### src/rtl/mips_multicycle_control.sv
// Multicycle MIPS control unit: Moore FSM sequencing fetch/decode/execute/memory/writeback.
// Outputs are decoded from the state register; pc_en also folds in the ALU zero flag.
module mips_multicycle_control (
    input  logic       clk,
    input  logic       rst_n,
    input  logic [5:0] opcode,
    input  logic       zero,
    input  logic       mem_ready,
    output logic       pc_write,
    output logic       pc_write_cond,
    output logic       pc_en,
    output logic       i_or_d,
    output logic       mem_read,
    output logic       mem_write,
    output logic       mem_to_reg,
    output logic       ir_write,
    output logic       reg_write,
    output logic       reg_dst,
    output logic       alu_src_a,
    output logic       illegal_op,
    output logic [1:0] pc_source,
    output logic [1:0] alu_op,
    output logic [1:0] alu_src_b,
    output logic [3:0] state
);

    typedef enum logic [3:0] {
        S_FETCH     = 4'd0,
        S_DECODE    = 4'd1,
        S_MEM_ADDR  = 4'd2,
        S_MEM_READ  = 4'd3,
        S_MEM_WB    = 4'd4,
        S_MEM_WRITE = 4'd5,
        S_EXECUTE   = 4'd6,
        S_R_WB      = 4'd7,
        S_BRANCH    = 4'd8,
        S_JUMP      = 4'd9,
        S_IMM_EXEC  = 4'd10,
        S_IMM_WB    = 4'd11
    } state_e;

    localparam logic [5:0] OP_RTYPE = 6'b000000;
    localparam logic [5:0] OP_LW    = 6'b100011;
    localparam logic [5:0] OP_SW    = 6'b101011;
    localparam logic [5:0] OP_BEQ   = 6'b000100;
    localparam logic [5:0] OP_J     = 6'b000010;
    localparam logic [5:0] OP_ORI   = 6'b001101;
    localparam logic [5:0] OP_ADDI  = 6'b001000;

    state_e state_q, state_d;

    // Raw versions of the outputs that reset must squash.
    logic pc_write_s, ir_write_s, reg_write_s, mem_write_s, mem_read_s, illegal_s;

    always_ff @(posedge clk) begin
        if (!rst_n) state_q <= S_FETCH;
        else        state_q <= state_d;
    end

    always_comb begin
        state_d       = S_FETCH;
        pc_write_s    = 1'b0;
        pc_write_cond = 1'b0;
        i_or_d        = 1'b0;
        mem_read_s    = 1'b0;
        mem_write_s   = 1'b0;
        mem_to_reg    = 1'b0;
        ir_write_s    = 1'b0;
        reg_write_s   = 1'b0;
        reg_dst       = 1'b0;
        alu_src_a     = 1'b0;
        illegal_s     = 1'b0;
        pc_source     = 2'b00;
        alu_op        = 2'b00;
        alu_src_b     = 2'b00;
        case (state_q)
            S_FETCH: begin
                mem_read_s = 1'b1;
                alu_src_b  = 2'b01;
                alu_op     = 2'b11;
                ir_write_s = mem_ready;
                pc_write_s = mem_ready;
                state_d    = mem_ready ? S_DECODE : S_FETCH;
            end
            S_DECODE: begin
                alu_src_b = 2'b11;
                alu_op    = 2'b11;
                case (opcode)
                    OP_LW, OP_SW:    state_d = S_MEM_ADDR;
                    OP_RTYPE:        state_d = S_EXECUTE;
                    OP_BEQ:          state_d = S_BRANCH;
                    OP_J:            state_d = S_JUMP;
                    OP_ORI, OP_ADDI: state_d = S_IMM_EXEC;
                    default: begin
                        state_d   = S_FETCH;
                        illegal_s = 1'b1;
                    end
                endcase
            end
            S_MEM_ADDR: begin
                alu_src_a = 1'b1;
                alu_src_b = 2'b10;
                alu_op    = 2'b11;
                state_d   = (opcode == OP_SW) ? S_MEM_WRITE : S_MEM_READ;
            end
            S_MEM_READ: begin
                mem_read_s = 1'b1;
                i_or_d     = 1'b1;
                state_d    = mem_ready ? S_MEM_WB : S_MEM_READ;
            end
            S_MEM_WB: begin
                reg_write_s = 1'b1;
                mem_to_reg  = 1'b1;
            end
            S_MEM_WRITE: begin
                mem_write_s = 1'b1;
                i_or_d      = 1'b1;
                state_d     = mem_ready ? S_FETCH : S_MEM_WRITE;
            end
            S_EXECUTE: begin
                alu_src_a = 1'b1;
                alu_op    = 2'b10;
                state_d   = S_R_WB;
            end
            S_R_WB: begin
                reg_write_s = 1'b1;
                reg_dst     = 1'b1;
            end
            S_BRANCH: begin
                alu_src_a     = 1'b1;
                alu_op        = 2'b01;
                pc_write_cond = 1'b1;
                pc_source     = 2'b01;
            end
            S_JUMP: begin
                pc_write_s = 1'b1;
                pc_source  = 2'b10;
            end
            S_IMM_EXEC: begin
                alu_src_a = 1'b1;
                alu_src_b = 2'b10;
                alu_op    = (opcode == OP_ORI) ? 2'b00 : 2'b11;
                state_d   = S_IMM_WB;
            end
            S_IMM_WB: begin
                reg_write_s = 1'b1;
            end
            default: state_d = S_FETCH;
        endcase
    end

    assign pc_write   = pc_write_s  & rst_n;
    assign ir_write   = ir_write_s  & rst_n;
    assign reg_write  = reg_write_s & rst_n;
    assign mem_write  = mem_write_s & rst_n;
    assign mem_read   = mem_read_s  & rst_n;
    assign illegal_op = illegal_s   & rst_n;
    assign pc_en      = rst_n & (pc_write_s | (pc_write_cond & zero));
    assign state      = state_q;

endmodule

### config.mk
export PLATFORM = sky130hd
export DESIGN_NAME = mips_multicycle_control
export DESIGN_NICKNAME = d
export VERILOG_FILES = /design/src/rtl/mips_multicycle_control.sv
export SDC_FILE = /design/constraint.sdc
export NUM_CORES = 1
export LEC_CHECK = 0
export BUFFER_PORTS_ARGS = -buffer_cell sky130_fd_sc_hd__buf_2
export CORE_UTILIZATION = 45
export CTS_CLUSTER_SIZE = 10
export DETAILED_ROUTE_END_ITERATION = 8
export PLACE_DENSITY = 0.83
export SKIP_LAST_GASP = 1
export SYNTH_ARGS = -nofsm -noshare
export SYNTH_HDL_FRONTEND = slang
export SYNTH_SLANG_ARGS = --single-unit
### constraint.sdc
create_clock -name clk -period 2 [get_ports clk]
set_clock_uncertainty 0.15 [all_clocks]
set_input_delay 0.1 -clock clk [delete_from_list [all_inputs] [get_ports clk]]
set_output_delay 0.1 -clock clk [all_outputs]
set_load 0.02 [all_outputs]
### Yosys cells after proc, flatten, opt, wreduce, memory -nomap -nowiden

Cells that the tools add are included.

* eq/ne operators: 17
* muxes and demuxes: 22
* bitwise gates (word level): 9
* reductions and logical operators: 11

Operators by type and width (count)
* $pmux 4 s7: 1
* $pmux 4 s5: 1
* $eq 4x3->1 const B: 4
* $eq 4x4->1 const B: 4
* $eq 6x4->1 const B: 2
* $eq 6x6->1 const B: 2
* $mux 1: 12
* $reduce_or 2->1: 5
* $mux 3: 3
* $and 1x1->1: 8
* $eq 4x2->1 const B: 2
* $pmux 2 s4: 1
* $reduce_or 7->1: 1
* $eq 6x2->1 const B: 1
* $eq 6x3->1 const B: 1
* $logic_not 6->1: 1
* $pmux 2 s3: 1
* $reduce_or 3->1: 2
* $eq 4x1->1 const B: 1
* $logic_not 4->1: 1
* $pmux 2 s2: 1
* $reduce_or 4->1: 1
* $mux 2: 1
* $pmux 1 s2: 1
* $or 1x1->1: 1

* register bits: 4
* input port bits: 10
* output and inout bits: 22
* logic and storage cells: 60

### Logic depth before layout (Yosys ltp)

* depth after elaboration: 5
* mapped depth: 5
* gate-level depth less buffers: 4

### Worst setup path after synthesis

OpenSTA, ideal clock, no wires.

* kind: reg-to-output
* from: register state_q[3], in the netlist state[3]
* to: output port reg_write
* arrival time: 1619 ps
* data required time: 1750 ps
* setup slack: 131 ps
* cell stages (with the launch flop): 5
* buffers on the path: 1
* path through: dfxtp_1 -> clkbuf_1 -> nand2b_1 -> nor3_1 -> o21a_1

* word-level cells in the longest chain between the ends: 4
* elaborated cells on any way between the ends: 6
* classes of those cells: eq/ne (3); mux (1); bitwise (1); reduce/logical (1)

RTL lines
* start: declaration: RTL line 50 `state_e state_q, state_d;`
* start signal: assignment: RTL line 57 `else state_q <= state_d;`
* $eq 4x4->1 or $eq 4x3->1 (tied branches): RTL line 76 `case (state_q)`
* $reduce_or 3->1 (no line) *
* $mux 1 *: RTL line 76
* $and 1x1->1 *: RTL line 154 `assign reg_write = reg_write_s & rst_n;`
* end: declaration: RTL line 17 `output logic reg_write,`

Mark *: on every way between the ends. The rest lies on a longest branch, timed or not.

### Worst setup path after layout

* from: register state_q[1], in the netlist state[1]
* to: output port mem_read

* word-level cells in the longest chain between the ends: 4
* elaborated cells on any way between the ends: 5
* classes of those cells: eq/ne (1); mux (1); bitwise (1); reduce/logical (2)

RTL lines
* $eq 4x2->1 or $logic_not 4->1 (tied branches): RTL line 76
* $reduce_or 2->1 (no line) *
* $mux 1 *: RTL line 76
* $and 1x1->1 *: RTL line 156 `assign mem_read = mem_read_s & rst_n;`
* end: declaration: RTL line 13 `output logic mem_read,`

Marked as above.

==> impl_metrics.py <==
metrics = {
    "die": {
        "ios": 32,
        "start_util": 0.495,
        "die_w_microns": 40.1,
        "dieArea_sq_um": 1600,
        "num_rows": 13,
        "core_sq_um": 1320,
        "die_h_microns": 40.1,
    },
    "grt": {
        "grt_use_total": 0.255,
        "grt_max_degree": 20,
        "antenna_found_initial": 0,
        "first_global_vias": 668,
        "grt_pass1_wl_microns": 2770,
        "overflow": 0,
    },
    "finish": {
        "final_cells": 141,
        "fin_nets": 138,
        "final_util": 0.613,
        "antennaDiodeCount": 0,
        "layout-drive-gt1-share": 0.325,
        "area_growth_pct": 24.0,
        "largest_reg_flops": 4,
    },
    "timing": {
        "setup_tns_ns": 0,
        "rsz0062_at_grt": "false",
        "worstMarginPinSlew_ns": 0.574,
        "hold_violations": 0,
        "clock.fmax_mhz": 534,
        "setup_viol": 0,
        "drv_slew": 0,
        "relSlewSlack": 0.617,
        "timing.final.crit_share": 0.936,
        "period_minus_slack_ns": 1.87,
    },
    "setup_path": {
        "cp-startpoint": "state[1]",
        "rrSetupSlack_ns": 0.29,
        "critical_path.max_fanout": 15,
        "cp.required_ns": 1.75,
        "worstPathArrival_ns": 1.62,
        "crit_path_end": "mem_read",
        "reg2reg_from": "state[1]",
        "worst_r2r_path_depth": 4,
        "cp-start-kind": "flip-flop",
        "timing.rr.end": "state[2]",
        "critPathKind": "flip-flop to primary output",
        "end_kind": "primary output",
    },
    "synth": {
        "synthDominantCellAreaShare": 0.144,
        "netlist_top_cells_area": "nand2b_1 (14%), dfxtp_1 (12%), a21oi_1 (6.1%), nand2_1 (5.8%), nor2_1 (5.8%)",
        "syn_inst": 101,
        "ys.warnings.count": 0,
        "avgSynthCellArea_sq_um": 6.45,
        "yosys-top-cells-count": "nand2b_1 (15), nand2_1 (10), nor2_1 (10), a21oi_1 (8), clkbuf_1 (8)",
        "syn_area_sq_um": 652,
        "yosysMostFrequentCell": "nand2b_1",
        "ys_seq_area_frac": 0.123,
        "synth.distinct_cells": 36,
        "synth-main-ff-cell": "dfxtp_1",
        "synth_area_leader_cell": "nand2b_1",
        "synth-edff-count": 0,
        "ys_async_sr_fraction": 0,
        "synth_nets": 111,
        "synth_seq_cells": 4,
    },
    "placed_design": {
        "dp_hpwl_microns": 1350,
        "place_congestion": 0.894,
        "dp_cells": 138,
        "port_buffers": 31,
    },
    "cts": {
        "clk_pin_slew_ns": 0.04,
        "cts_root_buffer": "clkbuf_4",
        "post-cts-setup-buffers": 0,
        "clock_path_buffers": 2,
        "cts_tree": "yes",
        "cts_buffers": 3,
        "cts_sinks": 4,
        "clock_latency_ns": 0.24,
        "ctsHtreeMaxLevel": 1,
    },
    "routing": {
        "post_drt_via_cell_ratio": 5.84,
        "wl_per_cell_microns": 12.8,
        "drt_wl_total_microns": 1810,
        "drc": 0,
        "postRouteAntennaNets": 0,
        "drtPass1Iterations": 4,
        "drt_iter0_markers": 28,
        "vias": 824,
    },
    "power": {
        "p_leak_nw": 0.345,
        "max-vdd-ir-drop_uv": 195,
        "finalPower_mw": 0.290,
        "cellPowerDensity_nw_per_um2": 359,
    },
    "run_status": {
        "outcome": "finished clean",
    },
    "hold_path": {
        "hold_path.class": "input port to flip-flop",
    },
    "run": {
        "max-cap-violations": 0,
    },
}
[kinds of logic (layout without fill, tap and decap cells)]
| group | Yosys count | in the layout | share of synthesized area |
|---|---|---|---|
| DFF | 4 | 4 | 0.123 |
| xor gates and xnor gates | 1 | 1 | 0.0134 |
| muxes | 2 | 2 | 0.0326 |
| AOI/OAI and AO/OA | 27 | 27 | 0.278 |
| and+or+nand+nor | 55 | 55 | 0.466 |
| buffers and inverters | 12 | 37 | 0.0864 |
[timing repair]
| item | 4_1_cts | 5_1_grt |
|---|---|---|
| hold buffers | 0 | 0 |
| gates resized for setup | 0 | 1 |
| setup endpoints to repair | 0 | 1 |
[worst max-delay path, cell delays in order (launching register included)]
cell,delay (ns)
dfxtp_1,0.58
nand2b_1,0.38
nor3b_1,0.23
buf_2,0.19
[how the worst min path moves through the flow]
stage	from	to	slack (ns)	depth (start not counted)
floorplan	opcode[4]	state[1]	0.14	2
global placement	rst_n	state[0]	0.31	3
detailed placement	rst_n	state[0]	0.31	3
CTS	rst_n	state[0]	0.06	3
global route	rst_n	state[0]	0.11	3
finish	rst_n	state[0]	0.08	3
[stage by stage]
step	hold WS (ns)	setup slack [ns]	instance area, sq um
floorplan	0.141	0.131	652
global placement	0.306	0.414	785
detailed placement	0.310	0.359	785
CTS	0.0646	0.147	807
global route	0.110	0.00229	808
finish	0.0830	0.128	808
[area by class of cell]
type,count,area (sq um)
clock buffers,3,22.5
fillers,133,509
inverters,2,7.51
multi-input cells,85,515
flip-flops and latches,4,81.3
well taps,15,18.8
repair buffers,32,163
[where the power goes]
| part | switching, mW | internal (mW) |
|---|---|---|
| Clock | 0.0339 | 0.0672 |
| Combinational | 0.0632 | 0.0395 |
| Sequential | 0.00457 | 0.0821 |
| Total | 0.102 | 0.189 |
[placed cells by master, fill, tap and decap left out, drive strengths merged, types with 2 or more instances in the layout]
cell,count
clkbuf,3
nor3,6
nand2b,15
nor2,11
nor4,4
nand2,10
o32ai,2
nor3b,2
o21ai,6
dfxtp,4
a31oi,3
a21oi,9
buf,32
inv,2
[metal layers]
metal / up-vias / GRT usage / share of wire
li1: 416 / - / -
met1: 369 / 0.293 / 0.44
met2: 33 / 0.435 / 0.48
met3: 6 / 0.0333 / 0.057
met4: 0 / 0.164 / 0.017
met5: - / 0 / 0
Note: power is estimated with default switching activity, not from simulation.
